[config.mk]
export PLATFORM = sky130hd
export DESIGN_NAME = link_rx
export DESIGN_NICKNAME = d
export VERILOG_FILES = /design/src/rtl/link_rx_pkg.sv /design/src/rtl/link_filter.sv /design/src/rtl/link_rx.sv
export SDC_FILE = /design/constraint.sdc
export NUM_CORES = 1
export LEC_CHECK = 0
export ABC_AREA = 1
export BUFFER_PORTS_ARGS = -buffer_cell sky130_fd_sc_hd__buf_2
export CORE_ASPECT_RATIO = 0.9
export CORE_MARGIN = 8
export CORE_UTILIZATION = 37
export DETAILED_ROUTE_END_ITERATION = 10
export SLEW_MARGIN = 15
export SYNTH_ARGS = -nofsm -noshare
export SYNTH_HDL_FRONTEND = slang
export SYNTH_SLANG_ARGS = --single-unit
[constraint.sdc]
create_clock -name clk -period 1.95 [get_ports clk]
set_clock_uncertainty 0.05 [all_clocks]
set_input_delay 0.0975 -clock clk [delete_from_list [all_inputs] [get_ports clk]]
set_output_delay 0.0975 -clock clk [all_outputs]
set_load 0.01 [all_outputs]
[src/rtl/link_rx_pkg.sv]
// Shared game package: link receiver state encoding and throw power width.
package link_rx_pkg;

    localparam int POWER_W = 5;

    typedef enum logic [1:0] {
        IDLE = 2'd0,
        QUAL = 2'd1,
        DONE = 2'd2
    } rx_state_t;

endpackage

[src/rtl/link_filter.sv]
// Two-flop synchronizer followed by a stability filter.
// The output follows the synchronized input only after it has held one new
// value for STABLE_CYCLES consecutive cycles; any change restarts the count.
module link_filter #(
    parameter int WIDTH         = 1,
    parameter int STABLE_CYCLES = 16
) (
    input  logic             clk,
    input  logic             rst_n,
    input  logic [WIDTH-1:0] din,
    output logic [WIDTH-1:0] dout
);

    localparam int             CW       = $clog2(STABLE_CYCLES + 1);
    localparam logic [CW-1:0]  CNT_LAST = CW'(STABLE_CYCLES - 1);

    logic [WIDTH-1:0] sync1;
    logic [WIDTH-1:0] sync2;
    logic [WIDTH-1:0] held;
    logic [CW-1:0]    cnt;

    // Synchronize, then count how long a new value has held before accepting it
    always_ff @(posedge clk or negedge rst_n) begin
        if (!rst_n) begin
            sync1 <= '0;
            sync2 <= '0;
            held  <= '0;
            cnt   <= '0;
            dout  <= '0;
        end else begin
            sync1 <= din;
            sync2 <= sync1;
            held  <= sync2;
            if (sync2 == dout) begin
                cnt <= '0;
            end else if (sync2 != held) begin
                cnt <= CW'(1);
            end else if (cnt >= CNT_LAST) begin
                dout <= sync2;
                cnt  <= '0;
            end else begin
                cnt <= cnt + 1'b1;
            end
        end
    end

endmodule

[src/rtl/link_rx.sv]
// Remote board link receiver: filters the two ready lines and qualifies
// throw requests (flag + power) before issuing a single throw_valid pulse.
module link_rx
    import link_rx_pkg::*;
#(
    parameter int STABLE_CYCLES = 16,
    parameter int QUAL_TIMEOUT  = 1024
) (
    input  logic               clk,
    input  logic               rst_n,
    input  logic               in_player1_ready,
    input  logic               in_player2_ready,
    input  logic [POWER_W-1:0] in_power,
    input  logic               in_throw_flag,
    output logic               player1_ready,
    output logic               player2_ready,
    output logic               throw_valid,
    output logic [POWER_W-1:0] throw_power,
    output logic               link_error
);

    localparam int             SCW        = $clog2(STABLE_CYCLES + 1);
    localparam int             TCW        = $clog2(QUAL_TIMEOUT + 1);
    // The rising-edge cycle and the QUAL entry cycle already saw the flag high,
    // so QUAL only needs STABLE_CYCLES-2 further stable cycles.
    localparam logic [SCW-1:0] QUAL_LAST  = SCW'(STABLE_CYCLES - 2);
    localparam logic [SCW-1:0] DONE_LAST  = SCW'(STABLE_CYCLES - 1);
    localparam logic [TCW-1:0] TIMER_LAST = TCW'(QUAL_TIMEOUT - 1);

    logic               flag_s1;
    logic               flag_s;
    logic [POWER_W-1:0] power_s1;
    logic [POWER_W-1:0] power_s;
    logic [1:0]         settle;
    logic               armed;
    rx_state_t          state;
    logic [SCW-1:0]     cnt;
    logic [TCW-1:0]     timer;
    logic [POWER_W-1:0] power_lat;

    link_filter #(
        .WIDTH         (1),
        .STABLE_CYCLES (STABLE_CYCLES)
    ) u_player1_filter (
        .clk   (clk),
        .rst_n (rst_n),
        .din   (in_player1_ready),
        .dout  (player1_ready)
    );

    link_filter #(
        .WIDTH         (1),
        .STABLE_CYCLES (STABLE_CYCLES)
    ) u_player2_filter (
        .clk   (clk),
        .rst_n (rst_n),
        .din   (in_player2_ready),
        .dout  (player2_ready)
    );

    // Two-flop synchronizers for the throw flag and power bus
    always_ff @(posedge clk or negedge rst_n) begin
        if (!rst_n) begin
            flag_s1  <= 1'b0;
            flag_s   <= 1'b0;
            power_s1 <= '0;
            power_s  <= '0;
        end else begin
            flag_s1  <= in_throw_flag;
            flag_s   <= flag_s1;
            power_s1 <= in_power;
            power_s  <= power_s1;
        end
    end

    // Throw qualification FSM; armed means the flag has been seen low since
    // the synchronizer settled, so a flag already high after reset is ignored
    always_ff @(posedge clk or negedge rst_n) begin
        if (!rst_n) begin
            settle      <= 2'b00;
            armed       <= 1'b0;
            state       <= IDLE;
            cnt         <= '0;
            timer       <= '0;
            power_lat   <= '0;
            throw_valid <= 1'b0;
            throw_power <= '0;
            link_error  <= 1'b0;
        end else begin
            settle      <= {settle[0], 1'b1};
            throw_valid <= 1'b0;

            if (state == IDLE && armed && flag_s) begin
                armed <= 1'b0;
            end else if (settle[1] && !flag_s) begin
                armed <= 1'b1;
            end

            case (state)
                IDLE: begin
                    cnt   <= '0;
                    timer <= '0;
                    if (armed && flag_s) begin
                        state     <= QUAL;
                        power_lat <= power_s;
                    end
                end
                QUAL: begin
                    if (!flag_s) begin
                        state <= IDLE;
                    end else if (timer >= TIMER_LAST) begin
                        link_error <= 1'b1;
                        state      <= IDLE;
                    end else begin
                        timer <= timer + 1'b1;
                        if (power_s != power_lat) begin
                            power_lat <= power_s;
                            cnt       <= '0;
                        end else if (cnt >= QUAL_LAST) begin
                            state       <= DONE;
                            throw_power <= power_lat;
                            throw_valid <= 1'b1;
                            cnt         <= '0;
                        end else begin
                            cnt <= cnt + 1'b1;
                        end
                    end
                end
                DONE: begin
                    if (flag_s) begin
                        cnt <= '0;
                    end else if (cnt >= DONE_LAST) begin
                        state <= IDLE;
                        cnt   <= '0;
                    end else begin
                        cnt <= cnt + 1'b1;
                    end
                end
                default: begin
                    state <= IDLE;
                end
            endcase
        end
    end

endmodule

==> impl_results.md <==
* Status: completed
* Post-route ant nets at 0
* Asr flop ratio synth at 1.000
* Initial DRC count at 110
* Initial Util at 0.3772
* VDD IR max at 0.5961 mV
* Gate power share at 0.234
* Width of the die at 110.9 um
* Hold crit path type: primary input to asynchronous set/reset pin
* Ys flop type: dfrtp_1
* Leak Pwr at 1.765 nW
* Post-Layout Cell Count at 481
* Avg WL per Cell at 11.27 um
* Vias/cell at 4.601
* Mapped cell area at 2999 um^2
* GRT Resource Usage Total at 0.1056
* Syn nets at 359
* Gate Count Post-Synth at 337
* Via count at 2213
* Endpoints failing setup at 0
* Count leader, synth: nand2_1
* TritonCTS Buffers at 9
* Largest net degree at the start of global routing at 24
* Number of enable flip-flop cells after synthesis at 0
* Area of the die at 11250 um^2
* Post-CTS Setup Bufs at 0
* Clock transition at path regs at 0.08 ns
* Cell Rows at 31
* Filler cells at 779
* CP arrival at 2.00 ns
* Setup crit end kind: register
* Pwr dens at 979.1 nW/um^2
* Syn. warnings at 0
* Part of the cycle the worst path needs at 0.9095
* Avg Cell Area, Syn at 8.899 um^2
* # DRC at 0
* Crit Path Category: register to register
* Placed cells at 456
* Cell variety after synth at 32
* Area grow syn2layout at 17.48%
* Fin nets at 399
* Max cap viols at 0
* Required time worst endpoint at 2.18 ns
* Core Footprint at 7951 um^2
* Fin. Hold Viols at 0
* Startpoint types: register
* Register share of total power at 0.444
* Aggregate global routing overflow at 0
* N_diodes at 0
* CTS tree: built
* Fin crit period at 1.773 ns
* Final Slew Violations at 0
* Clk sinks at 63
* RSZ-0062 raised after global routing: yes
* Clock buffer depth at 2
* Clk pwr share at 0.322
* H-tree depth at 3
* Post-synth top area cell: dfrtp_1
* Initial antenna violation count at 0
* Port Buffers at 18
* Vias in the first global route at 2191
* CP peak stage delay at 0.45 ns
* CP max stage cell: dfrtp_1
* Share of the synthesized area in the top cell type at 0.5257
* Worst-path cell chain: ha_1, nand2_2, nor2_4, nand3_4, nand3_1, nor2_1, nor2_2, nor2_4, inv_2, nand2_1, nand2_1
* Area contributors post-synth: dfrtp_1 (53%), nand2_1 (9.8%), nand3_1 (6.2%)
* Clock latency on the worst-skew pair at 0.34 ns
* Pre-Repair DR Iteration Count at 4
* Fmax at 563.9 MHz
* Setup TNS at 0 ns
* Fraction of layout cells with a size suffix above 1 at 0.1649
* I/O Pins at 19
* Routability cong. at 0.8003
* First-pass GRT wire length at 9804 um
* Final HPWL DP at 4020 um
* Commonest cells in the netlist: nand2_1 (78), dfrtp_1 (63), nor2_1 (45)
* Seq/Total Area, Yosys at 0.5257
* Worst-path maximum fanout at 6
* Int Pwr at 0.002297 W
* Root Buffer: clkbuf_8
* FF+latch count, synth at 63
* Drt total wl at 5423 um
* Net switching power at 0.001152 W
* Die height at 101.4 um
* Sw Ratio at 0.3340
==> cell families (layout without fill, tap and decap cells) <==
group	after synthesis	in the layout	synth area share
XOR/XNOR	8	8	0.02336
flip-flops	63	63	0.5257
AND/OR/NAND/NOR	187	187	0.2937
other	1	1	0.001250
buffers and inverters	39	84	0.05215
AO/OA/AOI/OAI	27	27	0.05382
adder cells (fa/ha/maj)	12	12	0.05006
==> critical path, delay by kind of cell (launching register included) <==
kind	cells	cell delay, ns
simple gates	9	0.89
flops	1	0.45
fa+ha+maj	1	0.23
buf+inv	1	0.09
==> state kept, by name (all words and copies together) (netlist names), 2 cells and up <==
name,flops
timer,11
cnt,5
power_lat,5
power_s1,5
power_s,5
throw_power,5
u_player1_filter.cnt,5
u_player2_filter.cnt,5
settle,2
state,2
==> power groups by stage <==
stage,clock (W),sequential (W),combinational (W)
6_report,0.00111,0.00153,0.000808
4_1_cts,0.00116,0.00153,0.000816
3_3_place_gp,0,0.00155,0.000787
2_1_floorplan,0,0.00153,0.000644
5_1_grt,0.00121,0.00155,0.000935
3_5_place_dp,0,0.00156,0.000799
==> cell usage in the layout, fill, tap and decap left out, types with 6 or more instances in the layout <==
| cell type | Yosys | layout |
|---|---|---|
| nand2_1 | 78 | 78 |
| dfrtp_1 | 63 | 63 |
| nor2_1 | 45 | 45 |
| nand3_1 | 37 | 36 |
| inv_1 | 32 | 32 |
| buf_2 | 2 | 18 |
| ha_1 | 12 | 11 |
| clkbuf_8 | 0 | 9 |
| dlygate4sd3_1 | 0 | 9 |
| a21oi_1 | 8 | 8 |
| o21ai_1 | 7 | 7 |
| o21ai_0 | 6 | 6 |
==> final cells by class <==
| cell class | instances | area [um^2] | share of cell area |
|---|---|---|---|
| Clock inverter | 7 | 72.57 | 0.02060 |
| Sequential cell | 63 | 1577 | 0.4474 |
| Clock buffer | 9 | 123.9 | 0.03516 |
| Inverter | 36 | 135.1 | 0.03835 |
| Timing Repair Buffer | 32 | 217.7 | 0.06179 |
| Multi-Input combinational cell | 235 | 1274 | 0.3615 |
| Tap cell | 99 | 123.9 | 0.03516 |
==> final timing paths <==
check                                        from  slack, ns  cells past startpoint                      end
min reg2reg                u_player2_filter.sync1       0.30                      0   u_player2_filter.sync2
max                                      timer[0]       0.18                     11                   cnt[0]
max in group asynchronous                   rst_n       0.99                      3           throw_power[0]
min in group clk           u_player2_filter.sync1       0.30                      0   u_player2_filter.sync2
max reg2reg                              timer[0]       0.18                     11                   cnt[0]
min                                         rst_n       0.19                      2  u_player2_filter.cnt[2]
==> what timing repair did <==
item | in CTS | in global routing
hold endpoints to repair | 29 | 0
hold buffers | 9 | 0
setup endpoints to repair | 0 | 16
resized for setup | 0 | 2
==> per-stage QoR <==
stage	area (um^2)	setup slack, ns	total power (W)	hold slack, ns	util
6_report	3523	0.1765	0.003450	0.1880	0.4431
5_1_grt	3523	-0.004527	0.003694	0.2284	0.4431
4_1_cts	3516	0.08844	0.003505	0.1935	0.4422
3_3_place_gp	3229	0.1415	0.002342	0.03383	0.4061
2_1_floorplan	2999	0.3567	0.002175	-0.2481	-
3_5_place_dp	3229	0.09913	0.002354	0.03844	0.4061
==> per-layer routing <==
metal,wire [um],vias to the layer above,track usage
met1,2657,1010,0.1302
li1,-,1164,-
met3,226,9,0.04144
met5,0,-,0
met4,84,0,0.04046
met2,2456,30,0.1635
(Power assumes the default switching activity.)
